**config.mk**
```make
export PLATFORM = sky130hd
export DESIGN_NAME = lut_table_flat
export DESIGN_NICKNAME = d
export VERILOG_FILES = /design/src/rtl/lut_table_if.sv /design/src/rtl/lut_table.sv /design/src/flat_wrapper.sv
export SDC_FILE = /design/constraint.sdc
export NUM_CORES = 1
export LEC_CHECK = 0
export ABC_AREA = 1
export BUFFER_PORTS_ARGS = -buffer_cell sky130_fd_sc_hd__buf_4
export CORE_ASPECT_RATIO = 1.75
export CORE_MARGIN = 8
export CORE_UTILIZATION = 45
export CTS_CLUSTER_DIAMETER = 200
export DETAILED_ROUTE_END_ITERATION = 16
export GPL_TIMING_DRIVEN = 0
export PLACE_DENSITY_LB_ADDON = 0.1
export SETUP_SLACK_MARGIN = 0.1
export SLEW_MARGIN = 40
export SYNTH_ARGS = -nofsm -noshare
export SYNTH_HDL_FRONTEND = slang
export SYNTH_SLANG_ARGS = --single-unit
```
**constraint.sdc**
```tcl
create_clock -name clk -period 4.42 [get_ports clk]
set_clock_uncertainty 0.05 [all_clocks]
set_input_delay 0.884 -clock clk [delete_from_list [all_inputs] [get_ports clk]]
set_output_delay 0.884 -clock clk [all_outputs]
set_load 0.05 [all_outputs]
```
**src/rtl/lut_table_if.sv**
```systemverilog
// Load-stream and read-port bundle for lut_table.
// The master side drives loads and read requests; the table is the slave.
interface lut_table_if #(
  parameter int unsigned ADDR_W = 5,
  parameter int unsigned DATA_W = 10,
  parameter int unsigned NUM_RD = 2
);
  logic                     clear;
  logic                     ld_start;
  logic [ADDR_W-1:0]        ld_base;
  logic [ADDR_W:0]          ld_count;
  logic                     ld_valid;
  logic [DATA_W-1:0]        ld_data;
  logic                     ld_ready;
  logic                     ld_busy;
  logic                     ld_done;
  logic [NUM_RD-1:0]        rd_en;
  logic [NUM_RD*ADDR_W-1:0] rd_addr;
  logic [NUM_RD*DATA_W-1:0] rd_data;
  logic [NUM_RD-1:0]        rd_valid;
  logic [NUM_RD-1:0]        rd_miss;

  modport master (
    output clear, ld_start, ld_base, ld_count, ld_valid, ld_data, rd_en, rd_addr,
    input  ld_ready, ld_busy, ld_done, rd_data, rd_valid, rd_miss
  );

  modport slave (
    input  clear, ld_start, ld_base, ld_count, ld_valid, ld_data, rd_en, rd_addr,
    output ld_ready, ld_busy, ld_done, rd_data, rd_valid, rd_miss
  );
endinterface

```
**src/rtl/lut_table.sv**
```systemverilog
// Writable lookup table: burst-loaded through a valid/ready stream, NUM_RD registered
// read ports with per-entry valid tracking, write-through bypass and a miss flag.
module lut_table #(
  parameter int unsigned ADDR_W      = 5,
  parameter int unsigned DATA_W      = 10,
  parameter int unsigned NUM_RD      = 2,
  parameter int unsigned DEFAULT_VAL = 1
) (
  input  logic       clk,
  input  logic       rst_n,
  lut_table_if.slave bus
);

  localparam int unsigned       Depth    = 1 << ADDR_W;
  localparam logic [DATA_W-1:0] DefVal   = DATA_W'(DEFAULT_VAL);
  localparam logic [ADDR_W:0]   RemainOne = (ADDR_W + 1)'(1);

  localparam logic [1:0] StIdle = 2'd0;
  localparam logic [1:0] StLoad = 2'd1;
  localparam logic [1:0] StDone = 2'd2;

  logic [1:0]               state_q, state_d;
  logic [ADDR_W-1:0]        ptr_q, ptr_d;
  logic [ADDR_W:0]          remain_q, remain_d;
  logic [DATA_W-1:0]        mem [Depth];
  logic [Depth-1:0]         valid_q, valid_d;
  logic                     wr_en;
  logic [ADDR_W-1:0]        rd_addr [NUM_RD];
  logic [NUM_RD*DATA_W-1:0] rd_data_q, rd_data_d;
  logic [NUM_RD-1:0]        rd_miss_q, rd_miss_d;
  logic [NUM_RD-1:0]        rd_valid_q;

  assign wr_en = (state_q == StLoad) && bus.ld_valid;

  // Load FSM
  always_comb begin
    state_d  = state_q;
    ptr_d    = ptr_q;
    remain_d = remain_q;
    case (state_q)
      StIdle: begin
        if (bus.ld_start) begin
          if (bus.ld_count != '0) begin
            ptr_d    = bus.ld_base;
            remain_d = bus.ld_count;
            state_d  = StLoad;
          end else begin
            state_d = StDone;
          end
        end
      end
      StLoad: begin
        if (bus.ld_valid) begin
          ptr_d    = ptr_q + 1'b1;
          remain_d = remain_q - 1'b1;
          if (remain_q == RemainOne) begin
            state_d = StDone;
          end
        end
      end
      StDone:  state_d = StIdle;
      default: state_d = StIdle;
    endcase
  end

  // Clear first so a concurrent load write leaves its own entry valid.
  always_comb begin
    valid_d = valid_q;
    if (bus.clear) begin
      valid_d = '0;
    end
    if (wr_en) begin
      valid_d[ptr_q] = 1'b1;
    end
  end

  always_comb begin
    for (int i = 0; i < NUM_RD; i++) begin
      rd_addr[i] = bus.rd_addr[i*ADDR_W +: ADDR_W];
    end
  end

  // Priority: same-cycle load write, then clear, then stored valid bit.
  always_comb begin
    rd_data_d = rd_data_q;
    rd_miss_d = rd_miss_q;
    for (int i = 0; i < NUM_RD; i++) begin
      if (bus.rd_en[i]) begin
        if (wr_en && (rd_addr[i] == ptr_q)) begin
          rd_data_d[i*DATA_W +: DATA_W] = bus.ld_data;
          rd_miss_d[i]                  = 1'b0;
        end else if (!bus.clear && valid_q[rd_addr[i]]) begin
          rd_data_d[i*DATA_W +: DATA_W] = mem[rd_addr[i]];
          rd_miss_d[i]                  = 1'b0;
        end else begin
          rd_data_d[i*DATA_W +: DATA_W] = DefVal;
          rd_miss_d[i]                  = 1'b1;
        end
      end
    end
  end

  always_ff @(posedge clk or negedge rst_n) begin
    if (!rst_n) begin
      state_q    <= StIdle;
      ptr_q      <= '0;
      remain_q   <= '0;
      valid_q    <= '0;
      rd_data_q  <= '0;
      rd_miss_q  <= '0;
      rd_valid_q <= '0;
    end else begin
      state_q    <= state_d;
      ptr_q      <= ptr_d;
      remain_q   <= remain_d;
      valid_q    <= valid_d;
      rd_data_q  <= rd_data_d;
      rd_miss_q  <= rd_miss_d;
      rd_valid_q <= bus.rd_en;
    end
  end

  // Entry storage is deliberately not reset; the valid bits gate every read.
  always_ff @(posedge clk) begin
    if (wr_en) begin
      mem[ptr_q] <= bus.ld_data;
    end
  end

  assign bus.ld_ready = (state_q == StLoad);
  assign bus.ld_busy  = (state_q != StIdle);
  assign bus.ld_done  = (state_q == StDone);
  assign bus.rd_data  = rd_data_q;
  assign bus.rd_miss  = rd_miss_q;
  assign bus.rd_valid = rd_valid_q;

endmodule

```
**src/flat_wrapper.sv**
```systemverilog
// flat-port wrapper written by rule: the top's interface ports become plain ports
module lut_table_flat 
#(
  parameter int unsigned ADDR_W      = 5,
  parameter int unsigned DATA_W      = 10,
  parameter int unsigned NUM_RD      = 2,
  parameter int unsigned DEFAULT_VAL = 1
)
  (clk, rst_n, bus_clear, bus_ld_start, bus_ld_base, bus_ld_count, bus_ld_valid, bus_ld_data, bus_rd_en, bus_rd_addr, bus_ld_ready, bus_ld_busy, bus_ld_done, bus_rd_data, bus_rd_valid, bus_rd_miss);
  lut_table_if #(.ADDR_W(ADDR_W), .DATA_W(DATA_W), .NUM_RD(NUM_RD)) bus_i ();
  input  logic clk;
  input  logic rst_n;
  input wire logic [$bits(bus_i.clear)-1:0] bus_clear;
  input wire logic [$bits(bus_i.ld_start)-1:0] bus_ld_start;
  input wire logic [$bits(bus_i.ld_base)-1:0] bus_ld_base;
  input wire logic [$bits(bus_i.ld_count)-1:0] bus_ld_count;
  input wire logic [$bits(bus_i.ld_valid)-1:0] bus_ld_valid;
  input wire logic [$bits(bus_i.ld_data)-1:0] bus_ld_data;
  input wire logic [$bits(bus_i.rd_en)-1:0] bus_rd_en;
  input wire logic [$bits(bus_i.rd_addr)-1:0] bus_rd_addr;
  output wire logic [$bits(bus_i.ld_ready)-1:0] bus_ld_ready;
  output wire logic [$bits(bus_i.ld_busy)-1:0] bus_ld_busy;
  output wire logic [$bits(bus_i.ld_done)-1:0] bus_ld_done;
  output wire logic [$bits(bus_i.rd_data)-1:0] bus_rd_data;
  output wire logic [$bits(bus_i.rd_valid)-1:0] bus_rd_valid;
  output wire logic [$bits(bus_i.rd_miss)-1:0] bus_rd_miss;
  assign bus_i.clear = bus_clear;
  assign bus_i.ld_start = bus_ld_start;
  assign bus_i.ld_base = bus_ld_base;
  assign bus_i.ld_count = bus_ld_count;
  assign bus_i.ld_valid = bus_ld_valid;
  assign bus_i.ld_data = bus_ld_data;
  assign bus_i.rd_en = bus_rd_en;
  assign bus_i.rd_addr = bus_rd_addr;
  assign bus_ld_ready = bus_i.ld_ready;
  assign bus_ld_busy = bus_i.ld_busy;
  assign bus_ld_done = bus_i.ld_done;
  assign bus_rd_data = bus_i.rd_data;
  assign bus_rd_valid = bus_i.rd_valid;
  assign bus_rd_miss = bus_i.rd_miss;
  lut_table #(.ADDR_W(ADDR_W), .DATA_W(DATA_W), .NUM_RD(NUM_RD), .DEFAULT_VAL(DEFAULT_VAL)) u_core (.clk(clk), .rst_n(rst_n), .bus(bus_i));
endmodule
```
==> results of run 1 <==
-- per-layer routing --
layer,track usage,routed length (um),up-vias
met5,0,0,-
met3,0.05957,8385,374
met4,0.2525,7481,0
met2,0.5657,42440,1293
met1,0.3805,30340,8996
li1,-,-,8126
-- registers in the layout, indices dropped and copies added (netlist names) --
name,flops
u_core.ptr_q,5
u_core.valid_q,32
u_core.mem,320
u_core.bus.rd_valid,2
u_core.bus.rd_data,20
u_core.remain_q,6
u_core.state_q,2
u_core.bus.rd_miss,2
-- worst max-delay path, delay by kind of cell --
| family | cells | cell delay, ps |
|---|---|---|
| buffers and inverters | 4 | 1290 |
| AND/OR/NAND/NOR | 5 | 720 |
| AO/OA/AOI/OAI | 2 | 450 |
-- power breakdown --
group          total (mW)  switching (mW)  internal [mW]
Sequential           4.35           0.146           4.20
Combinational        2.19            1.62          0.566
Clock                3.28            1.46           1.82
Total                9.82            3.23           6.59
-- worst paths after layout --
path | start | to | slack (ps) | cells after the start
worst max-delay path | bus_rd_addr[1] | u_core.bus.rd_data[7] | 1450 | 11
worst min-delay path | rst_n | u_core.remain_q[3] | 310 | 1
worst max register to register | u_core.state_q[1] | u_core.mem[7][6] | 1500 | 6
worst min register to register | u_core.bus.rd_data[0] | u_core.bus.rd_data[0] | 440 | 2
max in group asynchronous | rst_n | u_core.valid_q[30] | 3480 | 1
min in group clk | bus_rd_en[1] | u_core.bus.rd_valid[1] | 410 | 1
-- cell usage in the layout (no fill, tap or decap), drive strengths merged, types with 9 or more instances in the layout --
master | synthesis | routed
buf | 133 | 199
nor3 | 9 | 9
inv | 93 | 93
edfxtp | 320 | 320
clkinv | 3 | 16
a21oi | 98 | 98
nand3 | 571 | 571
clkbuf | 29 | 81
nand2 | 747 | 747
o21ai | 91 | 91
o211ai | 23 | 23
dfrtp | 69 | 69
nor2 | 79 | 79
-- metrics by stage --
stage          worst slack, ps  instance area [sq um]  cells
2_1_floorplan             2142                  20030   2304
3_3_place_gp             579.2                  21210   2937
3_5_place_dp             975.5                  21500   2943
4_1_cts                   1499                  22710   3011
5_1_grt                   1376                  22740   3011
6_report                  1448                  22740   3011
-- cell families after synthesis --
logic type	count (synthesis)	share of synthesized area
and+or+nand+nor	1423	0.3069
DFF	389	0.5659
buffers and inverters	258	0.06096
AOI/OAI and AO/OA	224	0.06078
adders and majority gates	6	0.003748
xor gates and xnor gates	4	0.001749
-- synth_stat cells, types with 2 or more instances --
| cell | instances |
|---|---|
| sky130_fd_sc_hd__buf_4 | 26 |
| sky130_fd_sc_hd__buf_1 | 25 |
| sky130_fd_sc_hd__inv_1 | 84 |
| sky130_fd_sc_hd__nor3_1 | 9 |
| sky130_fd_sc_hd__o22ai_1 | 5 |
| sky130_fd_sc_hd__inv_2 | 8 |
| sky130_fd_sc_hd__nor2_2 | 3 |
| sky130_fd_sc_hd__o21ai_1 | 8 |
| sky130_fd_sc_hd__nand3_1 | 571 |
| sky130_fd_sc_hd__nand2_1 | 746 |
| sky130_fd_sc_hd__buf_6 | 8 |
| sky130_fd_sc_hd__nor4_1 | 3 |
| sky130_fd_sc_hd__edfxtp_1 | 320 |
| sky130_fd_sc_hd__o211ai_1 | 23 |
| sky130_fd_sc_hd__dfrtp_1 | 69 |
| sky130_fd_sc_hd__o21ai_0 | 82 |
| sky130_fd_sc_hd__nor2_1 | 75 |
| sky130_fd_sc_hd__a31oi_1 | 3 |
| sky130_fd_sc_hd__clkinv_1 | 3 |
| sky130_fd_sc_hd__o22ai_2 | 3 |
| sky130_fd_sc_hd__xor2_1 | 3 |
| sky130_fd_sc_hd__a21oi_1 | 98 |
| sky130_fd_sc_hd__nand4_1 | 5 |
| sky130_fd_sc_hd__clkbuf_1 | 29 |
| sky130_fd_sc_hd__buf_2 | 74 |
| sky130_fd_sc_hd__and3_1 | 2 |
| sky130_fd_sc_hd__or2_2 | 4 |
| sky130_fd_sc_hd__ha_1 | 6 |
-- area by class of cell --
cell class                      instances  area, sq um
Inverter                               96        362.8
Tap cell                              572        715.7
Clock inverter                         17        130.1
Fill cell                            4197        21410
Timing Repair Buffer                   67        565.5
Sequential cell                       389        11340
Multi-Input combinational cell       1657         7690
Buffer                                162        870.8
Clock buffer                           51         1074
==> results.md, run 1 <==
| Result | Reported |
| --- | --- |
| Outcome | complete, no violations |
| Remaining Overflow, GRT | 0 |
| RSZ-0062 raised after global routing | no |
| Most used cell along the critical path | sky130_fd_sc_hd__nand3_1 |
| Worst-Skew Late Latency | 550 ps |
| Startpoint type of the worst setup path | input port |
| Transition time at the pin with the least slew margin | 974.4 ps |
| Via count of the first global-routing pass | 18430 |
| Max IR drop VDD | 456.1 uV |
| Worst hold-check slack | 309.8 ps |
| Average instance area after synthesis | 8.694 sq um |
| Final setup viols | 0 |
| Pin count of the biggest net entering global routing | 70 |
| Total nets after synthesis | 2348 |
| Distinct cells, synth | 37 |
| Synthesis warning total | 0 |
| Dominant cells by area after synthesis | sky130_fd_sc_hd__edfxtp_1 (48%), sky130_fd_sc_hd__nand3_1 (14%), sky130_fd_sc_hd__nand2_1 (14%), sky130_fd_sc_hd__dfrtp_1 (8.6%), sky130_fd_sc_hd__a21oi_1 (2.4%) |
| Total DRC errors in the routed layout | 0 |
| Tcrit/Tclk final | 0.6725 |
| Critical Path End Type | flip-flop |
| Number of H-tree levels | 2 |
| Detailed placement HPWL | 61.04 mm |
| Cts repair resizes | 0 |
| Count of antenna diodes in the layout | 0 |
| Ratio of routed vias to standard cells | 6.240 |
| Critical path peak fanout | 10 |
| GRT Resource Usage Total | 0.3372 |
| Worst EP arrival | 3360 ps |
| Total core area | 44160 sq um |
| Clock Sink Count | 389 |
| CTS Hold Bufs | 0 |
| Final core occ | 0.5151 |
| Die boundary height | 295.1 um |
| Initial drt markers | 2483 |
| Total Die Area | 51790 sq um |
| TritonCTS Buffers | 39 |
| P&R area growth vs syn | 13.54% |
| Final Hold Viols | 0 |
| Fraction of registers with async set or reset after synthesis | 0.1774 |
| Worst EP required | 4810 ps |
| Cell accounting for the most synthesized area | sky130_fd_sc_hd__edfxtp_1 |
| Routed Wire Length | 88.65 mm |
| Fraction of layout instances using a drive strength above 1 | 0.1193 |
| Detail-routed net length per standard cell | 29.44 um |
| Worst Setup Path Type | input port to flip-flop |
| Fin. max-slew vios | 0 |
| Rel. slew slack | 0.3504 |
| Number of nets at the end of the flow | 2456 |
| Post-synthesis instance total | 2304 |
| Power Density | 431.6 nW/um^2 |
| Static leakage power | 9.056 nW |
| Weighted congestion reported at the end of routability-driven placement | 0.9650 |
| Number of maximum-capacitance violations | 0 |
| Worst stage delay on the critical path | 640 ps |
| Sequential fraction of the synthesis area | 0.5659 |
| FP Rows | 102 |
| Setup TNS | 0 ps |
| Clock tree from TritonCTS | yes |
| Synthesized area | 20030 sq um |
| Synth Register Bits | 389 |
| Class of the worst hold path | input port to async pin |
| Worst-path cell with the longest stage delay | sky130_fd_sc_hd__buf_1 |
| Count of antenna-violating nets left after detailed routing | 0 |
| Worst path cell trace | buf_4 > inv_1 > buf_2 > buf_1 > nand3_1 > nand3_1 > nand3_1 > a21oi_1 > nor2_1 > nand2_1 > a21oi_1 |
| Max Freq | 336.4 MHz |
| Number of antenna violations at the first check in global routing | 1 |
| First-pass GRT wire length | 125.7 mm |
| Die span in x | 175.5 um |
| Starting density of the core | 0.4536 |
| Initial DRT Pass Iterations | 6 |
| Post-route minimum period | 2972 ps |
| Post-CTS setup buffer count | 0 |
| Top cell type's share of synthesized area | 0.4797 |
| Vias after detailed routing | 18790 |
| Buffer depth of the longest clock path | 3 |
| Reg clk slew, reported paths | 60 ps |
| Total chip power | 9.817 mW |
| Number of enable flip-flop cells after synthesis | 320 |
| Most used DFF post-synth | sky130_fd_sc_hd__edfxtp_1 |
| Number of port buffers | 61 |
| Boundary Pins | 65 |
| CTS Root Buffer Type | sky130_fd_sc_hd__clkbuf_16 |
(Power assumes the default switching activity.)
==> run 2, diff against run 1 <==
==> constraint.sdc (replaced) <==
create_clock -name clk -period 2.4 [get_ports clk]
set_clock_uncertainty 0.05 [all_clocks]
set_input_delay 0.48 -clock clk [delete_from_list [all_inputs] [get_ports clk]]
set_output_delay 0.48 -clock clk [all_outputs]
set_load 0.05 [all_outputs]
==> results.md, run 2 (synthesis gave the netlist of run 1 again) <==
| Result | Reported | Delta |
| --- | --- | --- |
| Outcome | complete, no violations |  |
| Number of port buffers | 61 | unchanged |
| Pin count of the biggest net entering global routing | 70 | unchanged |
| Worst EP required | 2810 ps | -2000 ps |
| Ratio of routed vias to standard cells | 6.244 | about the same |
| Final Hold Viols | 0 | unchanged |
| Die span in x | 175.5 um | unchanged |
| Max Freq | 429.6 MHz |  |
| CTS Root Buffer Type | sky130_fd_sc_hd__clkbuf_16 |  |
| Detail-routed net length per standard cell | 29.22 um | -0.76% |
| Initial drt markers | 2435 | -1.9% |
| Transition time at the pin with the least slew margin | 949.6 ps | -24.79 ps |
| Via count of the first global-routing pass | 18680 | +1.4% |
| Most common cell after layout, fill and taps aside | sky130_fd_sc_hd__nand2_1 |  |
| Most frequent cells in the layout | sky130_fd_sc_hd__nand2_1 (742), sky130_fd_sc_hd__nand3_1 (571), sky130_fd_sc_hd__edfxtp_1 (320) |  |
| Detailed placement HPWL | 61.04 mm | unchanged |
| GRT Resource Usage Total | 0.3391 | +0.001931 |
| Buffer depth of the longest clock path | 3 | unchanged |
| Multi-input combinational cell area | 7732 sq um | +0.55% |
| Placed Instances | 2943 | unchanged |
| Final setup viols | 0 | unchanged |
| Worst EP arrival | 2740 ps | -620 ps |
| Total DRC errors in the routed layout | 0 | unchanged |
| Clock tree from TritonCTS | yes |  |
| Total chip power | 18.30 mW | +86% |
| Critical path peak fanout | 10 | unchanged |
| Rel. slew slack | 0.3670 | +0.01652 |
| TritonCTS Buffers | 39 | unchanged |
| P&R area growth vs syn | 17.75% |  |
| Vias after detailed routing | 19070 | +1.5% |
| Tcrit/Tclk final | 0.9699 |  |
| Static leakage power | 9.425 nW | +4.1% |
| Number of flip-flops in the largest register | 320 | unchanged |
| FP Rows | 102 | unchanged |
| Initial DRT Pass Iterations | 6 | unchanged |
| Max IR drop VDD | 840.6 uV | +84% |
| Die boundary height | 295.1 um | unchanged |
| Worst Setup Path Type | input port to flip-flop |  |
| Critical Path End Type | flip-flop |  |
| Count of antenna-violating nets left after detailed routing | 0 | unchanged |
| Number of cells in the finished layout apart from fillers | 3054 | +1.4% |
| Reg with most FFs | u_core.mem |  |
| RSZ-0062 raised after global routing | yes |  |
| Weighted congestion reported at the end of routability-driven placement | 0.9650 | unchanged |
| Number of H-tree levels | 2 | unchanged |
| Number of maximum-capacitance violations | 0 | unchanged |
| Worst hold-check slack | 92.65 ps | -217.1 ps |
| Fillers | 4091 | -2.5% |
| Fraction of layout instances using a drive strength above 1 | 0.1415 | +0.02216 |
| Area of all sequential standard cells | 11340 sq um | unchanged |
| Routed Wire Length | 89.24 mm | +0.66% |
| Post-route minimum period | 2328 ps |  |
| Boundary Pins | 65 | unchanged |
| Clock Sink Count | 389 | unchanged |
| Remaining Overflow, GRT | 0 | unchanged |
| Startpoint type of the worst setup path | input port |  |
| Starting density of the core | 0.4536 | unchanged |
| Total Die Area | 51790 sq um | unchanged |
| Power Density | 776.1 nW/um^2 | +80% |
| Number of nets at the end of the flow | 2498 | +1.7% |
| First-pass GRT wire length | 126.5 mm | +0.69% |
| Number of antenna violations at the first check in global routing | 0 | -1 |
| Class of the worst hold path | input port to flip-flop |  |
| Worst-Skew Late Latency | 550 ps | about the same |
| Reg clk slew, reported paths | 60 ps | about the same |
| Total core area | 44160 sq um | unchanged |
| Fin. max-slew vios | 0 | unchanged |
## run 2: cell count changes in the layout (fill, tap and decap cells not counted), moves of 4 or more
cell / previous run / this run
sky130_fd_sc_hd__buf_1: 22 / 15
sky130_fd_sc_hd__clkbuf_8: 1 / 5
sky130_fd_sc_hd__nand2_1: 746 / 742
sky130_fd_sc_hd__clkbuf_4: 0 / 4
sky130_fd_sc_hd__nor2_4: 28 / 33
sky130_fd_sc_hd__nand2_2: 0 / 4
sky130_fd_sc_hd__nor2_2: 8 / 3
sky130_fd_sc_hd__clkbuf_1: 31 / 26
sky130_fd_sc_hd__buf_4: 87 / 100
sky130_fd_sc_hd__buf_12: 0 / 32
## run 2: metal layers
layer,track usage,up-vias,share of wire
li1,-,8214,-
met1,0.3840,9105,0.34
met2,0.5632,1312,0.47
met3,0.05931,437,0.094
met4,0.2643,0,0.092
met5,0,-,0
## run 2: cell type report
class,instances,share of cell area
repair buffers,110,0.05485
flip-flops and latches,389,0.4806
plain buffers,161,0.03968
diodes,1,0.0001061
inverters,96,0.01554
multi-input cells,1657,0.3278
well taps,572,0.03034
clock inverters,17,0.005517
clock buffers,51,0.04551
## run 2: critical path, cell delays in order
cell	delay, ps
sky130_fd_sc_hd__buf_2	230
sky130_fd_sc_hd__inv_2	270
sky130_fd_sc_hd__clkbuf_1	620
sky130_fd_sc_hd__nand3_1	290
sky130_fd_sc_hd__nand3_1	140
sky130_fd_sc_hd__a21oi_1	80
sky130_fd_sc_hd__nor2_1	350
sky130_fd_sc_hd__nand2_1	130
sky130_fd_sc_hd__a21oi_1	140
## run 2: where the power goes
part	internal [mW]	total [mW]	switching, mW	leakage [nW]
registers	7.74	8.01	0.271	3.78
clock network	3.36	6.03	2.67	0.584
logic	1.21	4.27	3.06	5.06
total	12.3	18.3	6.00	9.42
## run 2: per-stage QoR
| step | setup slack (ps) | utilization | instance area, sq um | setup TNS [ps] |
|---|---|---|---|---|
| floorplan | 367.8 | - | 20030 | 0 |
| global placement | -1178 | 0.4802 | 21210 | -288840 |
| detailed placement | -640.5 | 0.4869 | 21500 | -103480 |
| CTS | -14.31 | 0.5326 | 23520 | -105.2 |
| global route | 79.50 | 0.5341 | 23580 | 0 |
| finish | 72.31 | 0.5341 | 23590 | 0 |
## run 2: worst paths after layout
check	slack [ps]	cells past startpoint	from	to
worst max-delay path	70	9	bus_rd_addr[7]	u_core.bus.rd_data[17]
worst min-delay path	90	1	bus_rd_en[0]	u_core.bus.rd_valid[0]
worst max register to register	150	10	u_core.ptr_q[3]	u_core.bus.rd_data[17]
worst min register to register	440	2	u_core.bus.rd_data[0]	u_core.bus.rd_data[0]
max in group asynchronous	1280	2	rst_n	u_core.bus.rd_data[12]
min in group asynchronous	450	2	rst_n	u_core.remain_q[3]
## run 2: timing repair
action | in CTS | in global routing
setup buffers | 37 | 4
hold buffers | 2 | 0
gates resized for setup | 31 | 19
endpoints found under the setup margin | 333 | 336
endpoints found under the hold margin | 70 | 0
gates cloned | 0 | 0
pin swaps | 28 | 5
